File: src/rtl/pi1_rrarb.sv
// Round-robin arbiter letting MASTERCOUNT PI1 masters share one PI1 slave.
// Define PI1_RRARB_TIMEOUT_EN to add a watchdog that force-completes stuck transactions.
module pi1_rrarb #(
    parameter  int unsigned MASTERCOUNT = 2,
    parameter  int unsigned ARCHBITSZ   = 32,
    parameter  int unsigned TIMEOUT     = 1024,
    localparam int unsigned ADDRBITSZ   = ARCHBITSZ - $clog2(ARCHBITSZ/8),
    localparam int unsigned SELBITSZ    = ARCHBITSZ/8,
    localparam int unsigned GW          = (MASTERCOUNT > 1) ? $clog2(MASTERCOUNT) : 1
) (
    input  logic                            clk_i,
    input  logic                            rst_n,
    input  logic [2*MASTERCOUNT-1:0]        m_op_i,
    input  logic [ADDRBITSZ*MASTERCOUNT-1:0] m_addr_i,
    input  logic [ARCHBITSZ*MASTERCOUNT-1:0] m_data_i,
    input  logic [SELBITSZ*MASTERCOUNT-1:0] m_sel_i,
    output logic [ARCHBITSZ-1:0]            m_data_o,
    output logic [MASTERCOUNT-1:0]          m_rdy_o,
    output logic [1:0]                      s_op_o,
    output logic [ADDRBITSZ-1:0]            s_addr_o,
    output logic [ARCHBITSZ-1:0]            s_data_o,
    output logic [SELBITSZ-1:0]             s_sel_o,
    input  logic [ARCHBITSZ-1:0]            s_data_i,
    input  logic                            s_rdy_i,
    output logic                            err_o,
    output logic [GW-1:0]                   gnt_o
);

    if (MASTERCOUNT < 2 || MASTERCOUNT > 8 || TIMEOUT < 2) begin : g_param_check
        $error("pi1_rrarb: unsupported parameter set");
    end

    typedef enum logic [1:0] {
        IDLE,
        ISSUE,
        RESP
    } state_t;

    state_t                 state;
    logic [GW-1:0]          ptr;
    logic [GW-1:0]          gnt;
    logic [1:0]             hold_op;
    logic [ADDRBITSZ-1:0]   hold_addr;
    logic [ARCHBITSZ-1:0]   hold_data;
    logic [SELBITSZ-1:0]    hold_sel;

    logic                   req_any;
    logic [GW-1:0]          pick;
    logic [GW-1:0]          ptr_next;
    logic [MASTERCOUNT-1:0] gnt_onehot;

    // First requester at or after ptr, wrapping around the master list.
    always_comb begin
        int unsigned idx;
        req_any = 1'b0;
        pick    = '0;
        idx     = 0;
        for (int unsigned i = 0; i < MASTERCOUNT; i++) begin
            idx = 32'(ptr) + i;
            if (idx >= MASTERCOUNT)
                idx = idx - MASTERCOUNT;
            if (!req_any && m_op_i[idx*2 +: 2] != 2'b00) begin
                req_any = 1'b1;
                pick    = GW'(idx);
            end
        end
    end

    always_comb begin
        ptr_next   = (gnt == GW'(MASTERCOUNT-1)) ? '0 : gnt + 1'b1;
        gnt_onehot = {{(MASTERCOUNT-1){1'b0}}, 1'b1} << gnt;
    end

    // The slave only ever sees the latched command, and only while in ISSUE.
    assign s_op_o   = (state == ISSUE) ? hold_op : 2'b00;
    assign s_addr_o = hold_addr;
    assign s_data_o = hold_data;
    assign s_sel_o  = hold_sel;
    assign gnt_o    = gnt;

`ifdef PI1_RRARB_TIMEOUT_EN
    localparam int unsigned CW = $clog2(TIMEOUT);
    logic [CW-1:0] wdog;
`else
    assign err_o = 1'b0;
`endif

    always_ff @(posedge clk_i) begin
        if (!rst_n) begin
            state     <= IDLE;
            ptr       <= '0;
            gnt       <= '0;
            hold_op   <= 2'b00;
            hold_addr <= '0;
            hold_data <= '0;
            hold_sel  <= '0;
            m_data_o  <= '0;
            m_rdy_o   <= '0;
`ifdef PI1_RRARB_TIMEOUT_EN
            err_o     <= 1'b0;
            wdog      <= '0;
`endif
        end else begin
            m_rdy_o <= '0;
`ifdef PI1_RRARB_TIMEOUT_EN
            err_o   <= 1'b0;
`endif
            case (state)
                IDLE: begin
                    if (req_any) begin
                        gnt       <= pick;
                        hold_op   <= m_op_i[pick*2 +: 2];
                        hold_addr <= m_addr_i[pick*ADDRBITSZ +: ADDRBITSZ];
                        hold_data <= m_data_i[pick*ARCHBITSZ +: ARCHBITSZ];
                        hold_sel  <= m_sel_i[pick*SELBITSZ +: SELBITSZ];
                        state     <= ISSUE;
`ifdef PI1_RRARB_TIMEOUT_EN
                        wdog      <= '0;
`endif
                    end
                end
                ISSUE: begin
                    if (s_rdy_i)
                        state <= RESP;
`ifdef PI1_RRARB_TIMEOUT_EN
                    // Watchdog overrides a same-cycle accept: the transaction is dropped.
                    wdog <= wdog + 1'b1;
                    if (wdog == CW'(TIMEOUT-1)) begin
                        m_data_o <= '0;
                        m_rdy_o  <= gnt_onehot;
                        err_o    <= 1'b1;
                        ptr      <= ptr_next;
                        state    <= IDLE;
                    end
`endif
                end
                RESP: begin
                    if (s_rdy_i) begin
                        m_data_o <= s_data_i;
                        m_rdy_o  <= gnt_onehot;
                        ptr      <= ptr_next;
                        state    <= IDLE;
                    end
`ifdef PI1_RRARB_TIMEOUT_EN
                    else if (wdog == CW'(TIMEOUT-1)) begin
                        m_data_o <= '0;
                        m_rdy_o  <= gnt_onehot;
                        err_o    <= 1'b1;
                        ptr      <= ptr_next;
                        state    <= IDLE;
                    end
                    wdog <= wdog + 1'b1;
`endif
                end
                default: state <= IDLE;
            endcase
        end
    end

endmodule

File: config.mk
export PLATFORM = sky130hd
export DESIGN_NAME = pi1_rrarb
export DESIGN_NICKNAME = d
export VERILOG_FILES = /design/src/rtl/pi1_rrarb.sv
export SDC_FILE = /design/constraint.sdc
export NUM_CORES = 1
export LEC_CHECK = 0
export CELL_PAD_IN_SITES_DETAIL_PLACEMENT = 0
export CELL_PAD_IN_SITES_GLOBAL_PLACEMENT = 1
export CORE_MARGIN = 4
export CORE_UTILIZATION = 30
export CTS_CLUSTER_DIAMETER = 80
export DETAILED_ROUTE_END_ITERATION = 7
export PLACE_DENSITY_LB_ADDON = 0.1
export SETUP_SLACK_MARGIN = 0.5
export SLEW_MARGIN = 20
export SYNTH_ARGS = -nofsm -noshare
export SYNTH_HDL_FRONTEND = slang
export SYNTH_SLANG_ARGS = --single-unit
File: constraint.sdc
create_clock -name clk_i -period 3.4 [get_ports clk_i]
set_input_delay 0.68 -clock clk_i [delete_from_list [all_inputs] [get_ports clk_i]]
set_output_delay 0.68 -clock clk_i [all_outputs]
set_load 0.005 [all_outputs]
==> impl_results.md, run 1 <==
- Lkg Pwr: ~3.5 nW
- Fraction of layout cells with a size suffix above 1: 0.04455
- 1st-iter DRT viols: between 200 and 300
- Initial antenna violation count: 0
- Gr ovfl total: 0
- Vias in the first global route: roughly 5300
- Clk Latency, worst-skew pair: about 0.35 ns
- Place WS: approximately 0.64 ns
- Hold EP: m_data_o[5]$_SDFFE_PN0P_
- Library cells used by synthesis: 29
- Initial Util: 0.3043
- Final Instance Area: approximately 0.0084 mm2
- Met2 wire len: just over 9000 um
- Wirelength, routed: ~19000 um
- Largest family of logic cells by synthesized area: compound AO/OA/AOI/OAI gates
- Max Cap Viol: 0
- Yosys warning count: 0
- Root Driver: clkbuf_16
- Synth Area in Simple Gates: 0.1543
- Startpoint types: flip-flop
- First-pass GRT wire length: between 20000 and 30000 um
- RSZ-0062 raised after global routing: false
- Register area share after synthesis: 0.4046
- Count of hold-fix buffers inserted at cts: 0
- CTS tree: yes
- Fin. Hold Viols: 0
- Metal3 WL: 1310 um
- IO Port Bufs: around 270
- Fmax: 0.4082 GHz
- Clock transition at path regs: approximately 0.08 ns
- Num rows: 48
- Num CTS Buffers: 9
- XOR/XNOR Fraction of Synth Area: 0
- Die height: between 100 and 150 um
- Post-CTS sizing: 0
- Largest net degree at the start of global routing: 96
- R2R Path End: hold_op[1]$_SDFFE_PN0P_
- # DRC: 0
- CP cell instances: nor2b_1 -> and2_1 -> clkdlybuf4s50_1
- Synthesized area per cell: 9.106 um2
- Die W: ~140 um
- Syn-to-layout area delta: 59.30%
- Top layer reached by signal wires: met4
- Setup_tns: 0 ns
- Final ANT Viol Nets: 0
- Clk sinks: roughly 110
- Reg2Reg Setup Slack: approximately 1.6 ns
- Synth Cell Area: around 0.0052 mm2
- Post-synthesis mux area share: 0
- Tot GR Track Use: 0.1784
- TritonRoute pass-1 iters: 4
- DR WL/cell: ~18 um
- IO Count: between 200 and 300
- DR vias/cell: 5.059
- Synth Area in Adders: 0
- Tmin final: approximately 2.4 ns
- Die area: 0.01966 mm2
- Synth Area in Compound Gates: 0.3748
- Final worst setup slack: between 0.9 and 1 ns
- Filler cell count: 1587
- Reg2reg start: state[1]$_SDFFE_PN0P_
- CP delay by family, top: buffers and inverters
- Slew Viols, Final: 0
- Clock Skews: about 0.0066 ns
- Worst Path Buf+Inv: 1
- Max clock buf depth: 2
- Nets: slightly below 1000
- CP max FO: 6
- Outcome: completed
- Worst slew margin: 0.4467
- Dpl hpwl: between 10000 and 15000 um
- Detailed-route via count: approximately 5200
- Power density cells: ~400 mW/mm2
- Hold Path Depth: 2
- Core ar.: 0.01724 mm2
- Area of the multi-input gates: 0.002800 mm2
- Final Total Pwr: ~0.0034 W
- Cell Area, Placed: 0.008077 mm2
- Number of synthesized register bits: ~110
- Routability Congestion: 0.7646
- Hold crit path type: flip-flop to flip-flop
- CP Capture Type: primary output
- Largest stage delay, worst path: 0.53 ns
- Final core utilization: 0.4848
- Number of antenna diodes: 0
- Syn_nets: roughly 750
- Slowest-stage cell, CP: clkdlybuf4s50_1
- Slew @ Worst Pin: ~0.83 ns
- Worst path required time: 2.72 ns
- Final period utilization: 0.7206
- Final setup vio count: 0
- Peak supply drop: roughly 0.00025 V
- H-tree levels: 3
- Worst EP arrival: roughly 1.8 ns
- Area taken by flip-flops and latches: between 0.002 and 0.0025 mm2
- WS Path Type: flip-flop to primary output
- Synth Instances: 576
- Worst R2R Path Depth: 4
- Post-CTS setup buffer count: 0
- M1 wire length: 7826 um
- Source of the worst hold timing path: m_data_o[5]$_SDFFE_PN0P_
## how the worst max path moves through the flow
stage                           from                   endpoint  slack, ns  depth (start not counted)
6_report       state[0]$_SDFFE_PN0P_                  s_op_o[0]       0.95                          3
5_1_grt        state[0]$_SDFFE_PN0P_                  s_op_o[0]       0.84                          3
4_1_cts        state[0]$_SDFFE_PN0P_                  s_op_o[0]       0.91                          3
3_5_place_dp               m_op_i[1]   s_data_o[4]$_SDFFE_PN0P_       0.64                          5
3_3_place_gp               m_op_i[1]  s_data_o[11]$_SDFFE_PN0P_       0.67                          5
2_1_floorplan              m_op_i[1]  s_addr_o[21]$_SDFFE_PN0P_       1.43                          6
## metrics by stage
stage                     std cells  hold slack (ns)
after global placement         1017           0.4486
after CTS                      1033           0.4684
after floorplan                 576           0.4398
final                          1033           0.4631
after global routing           1033           0.4926
after detailed placement       1017           0.4575
## flip-flops by register name (all words and copies together) (netlist names)
register and cells:
m_data_o 32, s_data_o 32, s_addr_o 30, s_sel_o 4
hold_op 2, m_rdy_o 2, state 2, gnt_o 1
ptr 1
## area by class of cell
class | count | share of cell area
clock buffers | 10 | 0.02740
flip-flops and latches | 106 | 0.2540
well taps | 225 | 0.03369
repair buffers | 287 | 0.3438
clock inverters | 6 | 0.005990
multi-input cells | 399 | 0.3351
## where the power goes
group / switching, W / internal (W)
sequential: 0.0000645 / 0.00136
combinational: 0.000350 / 0.000576
clock: 0.000505 / 0.000506
## worst register-to-register path, stage by stage, from the launching register on
cell	delay [ns]
dfxtp_1	0.37
nor2_4	0.14
buf_4	0.65
nand3_1	0.23
o32ai_1	0.32
## logic make-up after synthesis
logic type,Yosys count
AND/OR/NAND/NOR,158
AO/OA/AOI/OAI,240
flip-flops,106
buffers and inverters,71
other,1
## Yosys cell counts
library cell / instances / share of area
a22oi_1: 1 / 0.0014
nor2b_1: 3 / 0.0036
a21boi_0: 100 / 0.14
or2_1: 1 / 0.0012
buf_6: 8 / 0.017
o21ai_0: 1 / 0.00095
o21bai_2: 1 / 0.0021
nor3b_1: 1 / 0.0014
nand3_1: 2 / 0.0019
nand2b_1: 2 / 0.0024
or4_1: 1 / 0.0014
buf_4: 2 / 0.0029
nand2_1: 70 / 0.050
and3b_1: 2 / 0.0033
nor4_1: 1 / 0.0012
and3_1: 67 / 0.080
o32ai_1: 2 / 0.0033
conb_1: 1 / 0.00071
buf_2: 8 / 0.0076
a21o_1: 66 / 0.094
a21oi_1: 2 / 0.0019
nand3b_1: 1 / 0.0014
o311a_1: 66 / 0.13
nor2_1: 4 / 0.0029
clkbuf_1: 53 / 0.038
o21a_1: 1 / 0.0014
dfxtp_1: 106 / 0.40
or2_2: 1 / 0.0012
and2_1: 2 / 0.0024
## metal layers
| metal | up-vias | track usage |
|---|---|---|
| met5 | - | 0 |
| met3 | 16 | 0.04916 |
| met4 | 0 | 0.05201 |
| met2 | 162 | 0.3039 |
| met1 | 2460 | 0.2204 |
| li1 | 2588 | - |
## placed cells by master (no fill, tap or decap), types with 3 or more instances in the layout
cell type,synthesis,final
clkdlybuf4s50_1,0,272
dfxtp_1,106,106
a21boi_0,100,100
nand2_1,70,69
and3_1,67,67
a21o_1,66,66
o311a_1,66,66
buf_4,2,12
clkbuf_16,0,9
nor2b_1,3,3
nor2_1,4,3
buf_12,0,3
Note: power is estimated with default switching activity, not from simulation.
==> inputs of run 2 (changes only) <==
--- a/config.mk
+++ b/config.mk
@@ -8,7 +8,7 @@
 export CELL_PAD_IN_SITES_DETAIL_PLACEMENT = 0
 export CELL_PAD_IN_SITES_GLOBAL_PLACEMENT = 1
 export CORE_MARGIN = 4
-export CORE_UTILIZATION = 30
+export CORE_UTILIZATION = 26
 export CTS_CLUSTER_DIAMETER = 80
 export DETAILED_ROUTE_END_ITERATION = 7
 export PLACE_DENSITY_LB_ADDON = 0.1
==> constraint.sdc (replaced) <==
create_clock -name clk_i -period 2 [get_ports clk_i]
set_input_delay 0.4 -clock clk_i [delete_from_list [all_inputs] [get_ports clk_i]]
set_output_delay 0.4 -clock clk_i [all_outputs]
set_load 0.005 [all_outputs]
==> run 2 against run 1 <==
Compared with the run above:
- clock skew hardly changed
- sequential share of layout area decreased by 3.1 points
- largest power group unchanged
- largest cell class unchanged
- global-route usage increased by 1.1 points
- critical endpoint is now s_addr_o[23]$_SDFFE_PN0P_
- hold slack worse by 0.0025 ns
==> impl_results.md, run 2 (synthesis results as in run 1) <==
- Grt met2 use: 0.3093 (was 0.3039)
- Worst path required time: 2.30 ns (was 2.72 ns)
- Core ar.: 0.01965 mm2 (was 0.01724 mm2)
- Initial antenna violation count: 0 (unchanged)
- Syn-to-layout area delta: 83.95% (was 59.30%)
- Number of antenna diodes: 0 (unchanged)
- Detailed-route via count: 5703 (was 5226)
- Tot GR Track Use: 0.1891 (was 0.1784)
- Max clock buf depth: 2 (unchanged)
- Largest net degree at the start of global routing: 54 (was 96)
- Setup_tns: 0 ns (unchanged)
- RSZ-0062 raised after global routing: true (was false)
- Clock transition at path regs: 0.08 ns (about the same)
- Area of the multi-input gates: 0.002831 mm2 (was 0.002800 mm2)
- CP max FO: 4 (was 6)
- Nets: 1035 (was 974)
- 1st-iter DRT viols: 274 (was 265)
- Met3 Track Usage GR: 0.06329 (was 0.04916)
- Net Switching: 0.001742 W (was 0.0009203 W)
- Sw Ratio: 0.2719 (was 0.2741)
- CP cell instances: buf_6 -> or4_4 -> buf_6 -> nand2_8 -> buf_12 -> buf_12 -> clkbuf_16 -> o311a_1 (was nor2b_1 -> and2_1 -> clkdlybuf4s50_1)
- IO Count: 275 (unchanged)
- Num CTS Buffers: 9 (unchanged)
- Int Pwr: 0.004665 W (was 0.002438 W)
- Root Driver: clkbuf_16 (unchanged)
- Count of hold-fix buffers inserted at cts: 0 (unchanged)
- Largest stage delay, worst path: 0.58 ns (was 0.53 ns)
- Initial Util: 0.2669 (was 0.3043)
- Hold EP: m_data_o[11]$_SDFFE_PN0P_ (was m_data_o[5]$_SDFFE_PN0P_)
- Outcome: completed (unchanged)
- Final setup vio count: 0 (unchanged)
- Gr ovfl total: 0 (unchanged)
- Dpl hpwl: 13530 um (was 12780 um)
- Source of the worst hold timing path: m_data_o[11]$_SDFFE_PN0P_ (was m_data_o[5]$_SDFFE_PN0P_)
- Routability Congestion: 0.7633 (was 0.7646)
- Final ANT Viol Nets: 0 (unchanged)
- Logic gate share of total power: 0.312 (was 0.276)
- TritonRoute pass-1 iters: 4 (unchanged)
- Power density cells: 664.1 mW/mm2 (was 401.9 mW/mm2)
- Clock group share of total power: 0.310 (was 0.301)
- Worst Path Buf+Inv: 5 (was 1)
- Final Total Pwr: 0.006407 W (was 0.003358 W)
- CP delay by family, top: simple AND/OR/NAND/NOR gates (was buffers and inverters)
- Fmax: ~0.65 GHz
- Vias in the first global route: 5905 (was 5303)
- CP Capture Type: flip-flop (was primary output)
- Fin. Hold Viols: 0 (unchanged)
- Most frequent cells in the layout: 165 x clkdlybuf4s50_1, 101 x dlygate4sd2_1, 100 x a21boi_0 (was 272 x clkdlybuf4s50_1, 106 x dfxtp_1, 100 x a21boi_0)
- Slew Viols, Final: 0 (unchanged)
- First-pass GRT wire length: 33010 um (was 28540 um)
- Clock Skews: 0.006622 ns (was 0.006650 ns)
- IO Port Bufs: 273 (unchanged)
- Hold Path Depth: 2 (unchanged)
- Layer with the highest usage: met2 (unchanged)
- Die area: 0.02251 mm2 (was 0.01966 mm2)
- R2R Path End: s_data_o[23]$_SDFFE_PN0P_ (was hold_op[1]$_SDFFE_PN0P_)
- Reg2reg start: ptr$_SDFFE_PN0P_ (was state[1]$_SDFFE_PN0P_)
- H-tree levels: 3 (unchanged)
- # DRC: 0 (unchanged)
- Fraction of layout cells with a size suffix above 1: 0.1438 (was 0.04455)
- Area taken by flip-flops and latches: 0.002151 mm2 (was 0.002122 mm2)
- Hold crit path type: flip-flop to flip-flop (unchanged)
- Reg power frac: 0.377 (was 0.423)
- Startpoint types: input port (was flip-flop)
- Num rows: 51 (was 48)
- Peak supply drop: 0.0003524 V (was 0.0002470 V)
- Slowest-stage cell, CP: or4_4 (was clkdlybuf4s50_1)
- Filler cell count: 1888 (was 1587)
- DR vias/cell: 5.029 (was 5.059)
- Lkg Pwr: 4.587 nW (was 3.536 nW)
- Reg2Reg Setup Slack: 0.51 ns (was 1.61 ns)
- Final core utilization: 0.4909 (was 0.4848)
- GRT met1 Usage: 0.2361 (was 0.2204)
- Final worst setup slack: 0.4562 ns (was 0.9501 ns)
- Die W: 150.0 um (was 140.2 um)
- Die height: 150.0 um (was 140.2 um)
- Place WS: -0.1287 ns (was 0.6400 ns)
- DR WL/cell: 20.17 um (was 17.97 um)
- Worst EP arrival: 1.85 ns (was 1.77 ns)
- Most common cell after layout, fill and taps aside: clkdlybuf4s50_1 (unchanged)
- Max Cap Viol: 0 (unchanged)
- Final period utilization: 0.7719
- CTS tree: yes (unchanged)
- WS Path Type: input port to flip-flop (was flip-flop to primary output)
- Tmin final: 1.544 ns
- Wirelength, routed: 22880 um (was 18560 um)
- Clk Latency, worst-skew pair: 0.35 ns (about the same)
- Clk sinks: 106 (unchanged)
- Worst R2R Path Depth: 5 (was 4)
## run 2: through the flow
stage	hold slack, ns	cell area, um2	cells
2_1_floorplan	0.4398	5298	576
3_5_place_dp	0.4582	8322	1066
6_report	0.4606	9648	1134
4_1_cts	0.4667	9458	1126
5_1_grt	0.4795	9648	1134
3_3_place_gp	0.4502	8322	1066
## run 2: worst max-delay path by stage
stage                               start                   endpoint  slack (ns)  depth (start not counted)
finish                          m_op_i[3]  s_addr_o[23]$_SDFFE_PN0P_        0.46                          8
CTS                 state[0]$_SDFFE_PN0P_                  s_op_o[0]        0.34                          3
global route        state[0]$_SDFFE_PN0P_                  s_op_o[1]        0.42                          3
floorplan                       m_op_i[1]  s_addr_o[21]$_SDFFE_PN0P_        0.33                          6
detailed placement              m_op_i[1]  s_data_o[28]$_SDFFE_PN0P_       -0.13                          5
global placement                m_op_i[1]  s_data_o[28]$_SDFFE_PN0P_       -0.07                          5
## run 2: what timing repair did
item	in CTS	in global routing
endpoints found under the setup margin	169	71
buffers inserted	23	2
cloned	21	6
pin swaps	26	41
gates resized for setup	185	13
## run 2: power groups by stage
stage,clock network (W),logic [W],registers (W)
floorplan,0,0.000713,0.00247
global placement,0,0.00163,0.00246
detailed placement,0,0.00166,0.00247
CTS,0.00206,0.00193,0.00242
global route,0.00213,0.00214,0.00244
finish,0.00199,0.00200,0.00242
## run 2: final cells by class
type / count / share of cell area
Clock buffer: 10 / 0.02373
Clock inverter: 6 / 0.01012
Multi-Input combinational cell: 399 / 0.2935
Sequential cell: 106 / 0.2229
Tap cell: 265 / 0.03437
Timing Repair Buffer: 348 / 0.4154
## run 2: tightest hold or removal path, cell delays in order (launching register included)
cell      delay (ns)
dfxtp_1         0.31
nand2_1         0.04
a21boi_0        0.06
## run 2: metal layers
metal  routed length [um]  up-vias  part of all wire
li1                     -     2731                 -
met1                 9754     2730              0.43
met2                10840      212              0.47
met3                 1819       30             0.080
met4                  467        0             0.020
met5                    0        -                 0
==> inputs of run 3 (changes only) <==
--- a/config.mk
+++ b/config.mk
@@ -8,7 +8,7 @@
 export CELL_PAD_IN_SITES_DETAIL_PLACEMENT = 0
 export CELL_PAD_IN_SITES_GLOBAL_PLACEMENT = 1
 export CORE_MARGIN = 4
-export CORE_UTILIZATION = 26
+export CORE_UTILIZATION = 28
 export CTS_CLUSTER_DIAMETER = 80
 export DETAILED_ROUTE_END_ITERATION = 7
 export PLACE_DENSITY_LB_ADDON = 0.1
==> constraint.sdc (replaced) <==
create_clock -name clk_i -period 1.5 [get_ports clk_i]
set_input_delay 0.3 -clock clk_i [delete_from_list [all_inputs] [get_ports clk_i]]
set_output_delay 0.3 -clock clk_i [all_outputs]
set_load 0.005 [all_outputs]
==> run 3 against run 2 <==
Compared with the run above:
- the run now ends with setup timing left
- highest routed layer unchanged
- final area rose by 4.2%
- via count rose by 1.2%
- clock skew rose by 0.00096 ns
- flip-flop and latch count did not move
- critical path depth did not move
- combinational power rose by 42%
- global-route usage fell by 0.71 points
- register-to-register slack got worse by 0.52 ns
- die area fell by 6.8%
- non-clock buffer count rose by 7
- hold slack got worse by 0.14 ns
==> impl_results.md, run 3 (synthesis results as in run 1) <==
- Hold slack: 0.3238 ns (was 0.4606 ns)
- Gr ovfl total: 0 (unchanged)
- CP max FO: 7 (was 4)
- Detailed-route via count: 5771 (was 5703)
- Core ar.: 0.01821 mm2 (was 0.01965 mm2)
- Largest stage delay, worst path: 0.56 ns (was 0.58 ns)
- Fraction of layout cells with a size suffix above 1: 0.4087 (was 0.1438)
- Slew Viols, Final: 0 (unchanged)
- CP Capture Type: flip-flop (unchanged)
- H-tree levels: 3 (unchanged)
- WS Path Type: input port to flip-flop (unchanged)
- Fmax: around 0.66 GHz
- Place WS: -0.5181 ns (was -0.1287 ns)
- Max clock buf depth: 2 (unchanged)
- Most common cell after layout, fill and taps aside: clkdlybuf4s50_1 (unchanged)
- Final worst setup slack: -0.02083 ns (was 0.4562 ns)
- DR WL/cell: 21.71 um (was 20.17 um)
- Worst path required time: 1.74 ns (was 2.30 ns)
- Die W: 144.9 um (was 150.0 um)
- Routability Congestion: 0.7843 (was 0.7633)
- Die height: 144.9 um (was 150.0 um)
- RSZ-0062 raised after global routing: true (unchanged)
- Tmin final: between 1.5 and 2 ns
- Reg2reg start: state[1]$_SDFFE_PN0P_ (was ptr$_SDFFE_PN0P_)
- Vias in the first global route: 5458 (was 5905)
- Power density cells: 859.1 mW/mm2 (was 664.1 mW/mm2)
- Num rows: 49 (was 51)
- Die area: 0.02099 mm2 (was 0.02251 mm2)
- Hold crit path type: input port to flip-flop (was flip-flop to flip-flop)
- Clk sinks: 106 (unchanged)
- Fin. Hold Viols: 0 (unchanged)
- Slowest-stage cell, CP: or4_4 (unchanged)
- Worst Path Buf+Inv: 5 (unchanged)
- Outcome: finished, violations left (was completed)
- Dpl hpwl: 13160 um (was 13530 um)
- DP Cell Count: 1035 (was 1066)
- Most frequent cells in the layout: 165 x clkdlybuf4s50_1, 86 x dfxtp_2, 69 x buf_6 (was 165 x clkdlybuf4s50_1, 101 x dlygate4sd2_1, 100 x a21boi_0)
- Lkg Pwr: 4.686 nW (was 4.587 nW)
- CP cell instances: buf_6 -> or4_4 -> buf_12 -> buf_6 -> buf_12 -> buf_16 -> a21o_1 -> o311a_1 (was buf_6 -> or4_4 -> buf_6 -> nand2_8 -> buf_12 -> buf_12 -> clkbuf_16 -> o311a_1)
- Initial Util: 0.2881 (was 0.2669)
- TritonRoute pass-1 iters: 4 (unchanged)
- Tot GR Track Use: 0.1820 (was 0.1891)
- Worst EP arrival: 1.76 ns (was 1.85 ns)
- # DRC: 0 (unchanged)
- IO Port Bufs: 273 (unchanged)
- Largest net degree at the start of global routing: 75 (was 54)
- First-pass GRT wire length: 30020 um (was 33010 um)
- Startpoint types: input port (unchanged)
- Root Driver: clkbuf_16 (unchanged)
- Nets: 1042 (was 1035)
- IO Count: 275 (unchanged)
- Reg2Reg Setup Slack: -0.01 ns (was 0.51 ns)
- CTS tree: yes (unchanged)
- Clock Skews: 0.007581 ns (was 0.006622 ns)
- Initial antenna violation count: 0 (unchanged)
- CP delay by family, top: buffers and inverters (was simple AND/OR/NAND/NOR gates)
- Wirelength, routed: 23990 um (was 22880 um)
- Number of antenna diodes: 0 (unchanged)
- Final std cells w/o fill: 1105 (was 1134)
- Critical path origin: m_op_i[1] (was m_op_i[3])
- Final setup vio count: 9 (was 0)
- Failing checks: setup timing
- Clock transition at path regs: 0.07 ns (was 0.08 ns)
- Setup_tns: -0.05816 ns (was 0 ns)
- Peak supply drop: 0.0005182 V (was 0.0003524 V)
- Final period utilization: 1.014
- 1st-iter DRT viols: 213 (was 274)
- DR vias/cell: 5.223 (was 5.029)
- Final ANT Viol Nets: 0 (unchanged)
- Num CTS Buffers: 9 (unchanged)
- Source of the worst hold timing path: rst_n (was m_data_o[11]$_SDFFE_PN0P_)
- Clk Latency, worst-skew pair: 0.35 ns (about the same)
- Syn-to-layout area delta: 91.65% (was 83.95%)
- Max Cap Viol: 0 (unchanged)
-- run 3: cell count changes in the layout (fill, tap and decap cells not counted), moves of 34 or more --
cell / previous run / this run
dfxtp_1: 87 / 19
buf_6: 12 / 69
dlygate4sd2_1: 101 / 12
dfxtp_2: 17 / 86
a21boi_0: 100 / 66
-- run 3: what timing repair did --
item	4_1_cts	5_1_grt
resized for setup	155	465
hold buffers	0	0
gates cloned	8	26
setup buffers	10	10
pin swaps	4	34
setup endpoints to repair	208	209
-- run 3: metal layers --
| layer | routed length (um) | track usage | share of wire |
|---|---|---|---|
| met5 | 0 | 0 | 0 |
| met4 | 499 | 0.05400 | 0.021 |
| met3 | 1738 | 0.05127 | 0.072 |
| met2 | 11850 | 0.3061 | 0.49 |
| met1 | 9907 | 0.2269 | 0.41 |
-- run 3: final cells by class --
| class | count | area (um2) |
|---|---|---|
| repair buffers | 355 | 4035 |
| clock inverters | 5 | 60.06 |
| flip-flops and latches | 106 | 2233 |
| multi-input cells | 399 | 3184 |
| fillers | 1600 | 8157 |
| clock buffers | 11 | 252.7 |
| well taps | 229 | 286.5 |
-- run 3: worst register-to-register path: stages (launching register included) --
cell,delay [ns]
dfxtp_2,0.33
buf_6,0.13
nor2_4,0.21
nand2_8,0.17
clkbuf_16,0.22
o311a_1,0.35
-- run 3: worst paths after layout --
kind,cells after the start,end
min reg2reg,2,m_data_o[10]$_SDFFE_PN0P_
max,8,s_data_o[18]$_SDFFE_PN0P_
min,3,m_rdy_o[0]$_SDFF_PN0_
max reg2reg,5,s_data_o[12]$_SDFFE_PN0P_
-- run 3: per-stage QoR --
stage / util / power, W / cell area, um2
6_report: 0.5521 / 0.008635 / 10050
5_1_grt: 0.5521 / 0.009017 / 10050
4_1_cts: 0.4907 / 0.008073 / 8935
3_5_place_dp: 0.4588 / 0.005515 / 8354
3_3_place_gp: 0.4588 / 0.005471 / 8354
2_1_floorplan: - / 0.004273 / 5408
-- run 3: power breakdown --
| group | total [W] | internal (W) | leakage (nW) | switching, W |
|---|---|---|---|---|
| registers | 0.00328 | 0.00312 | 0.904 | 0.000167 |
| logic | 0.00283 | 0.00173 | 3.63 | 0.00109 |
| clock network | 0.00252 | 0.00139 | 0.152 | 0.00113 |
| total | 0.00864 | 0.00624 | 4.69 | 0.00239 |
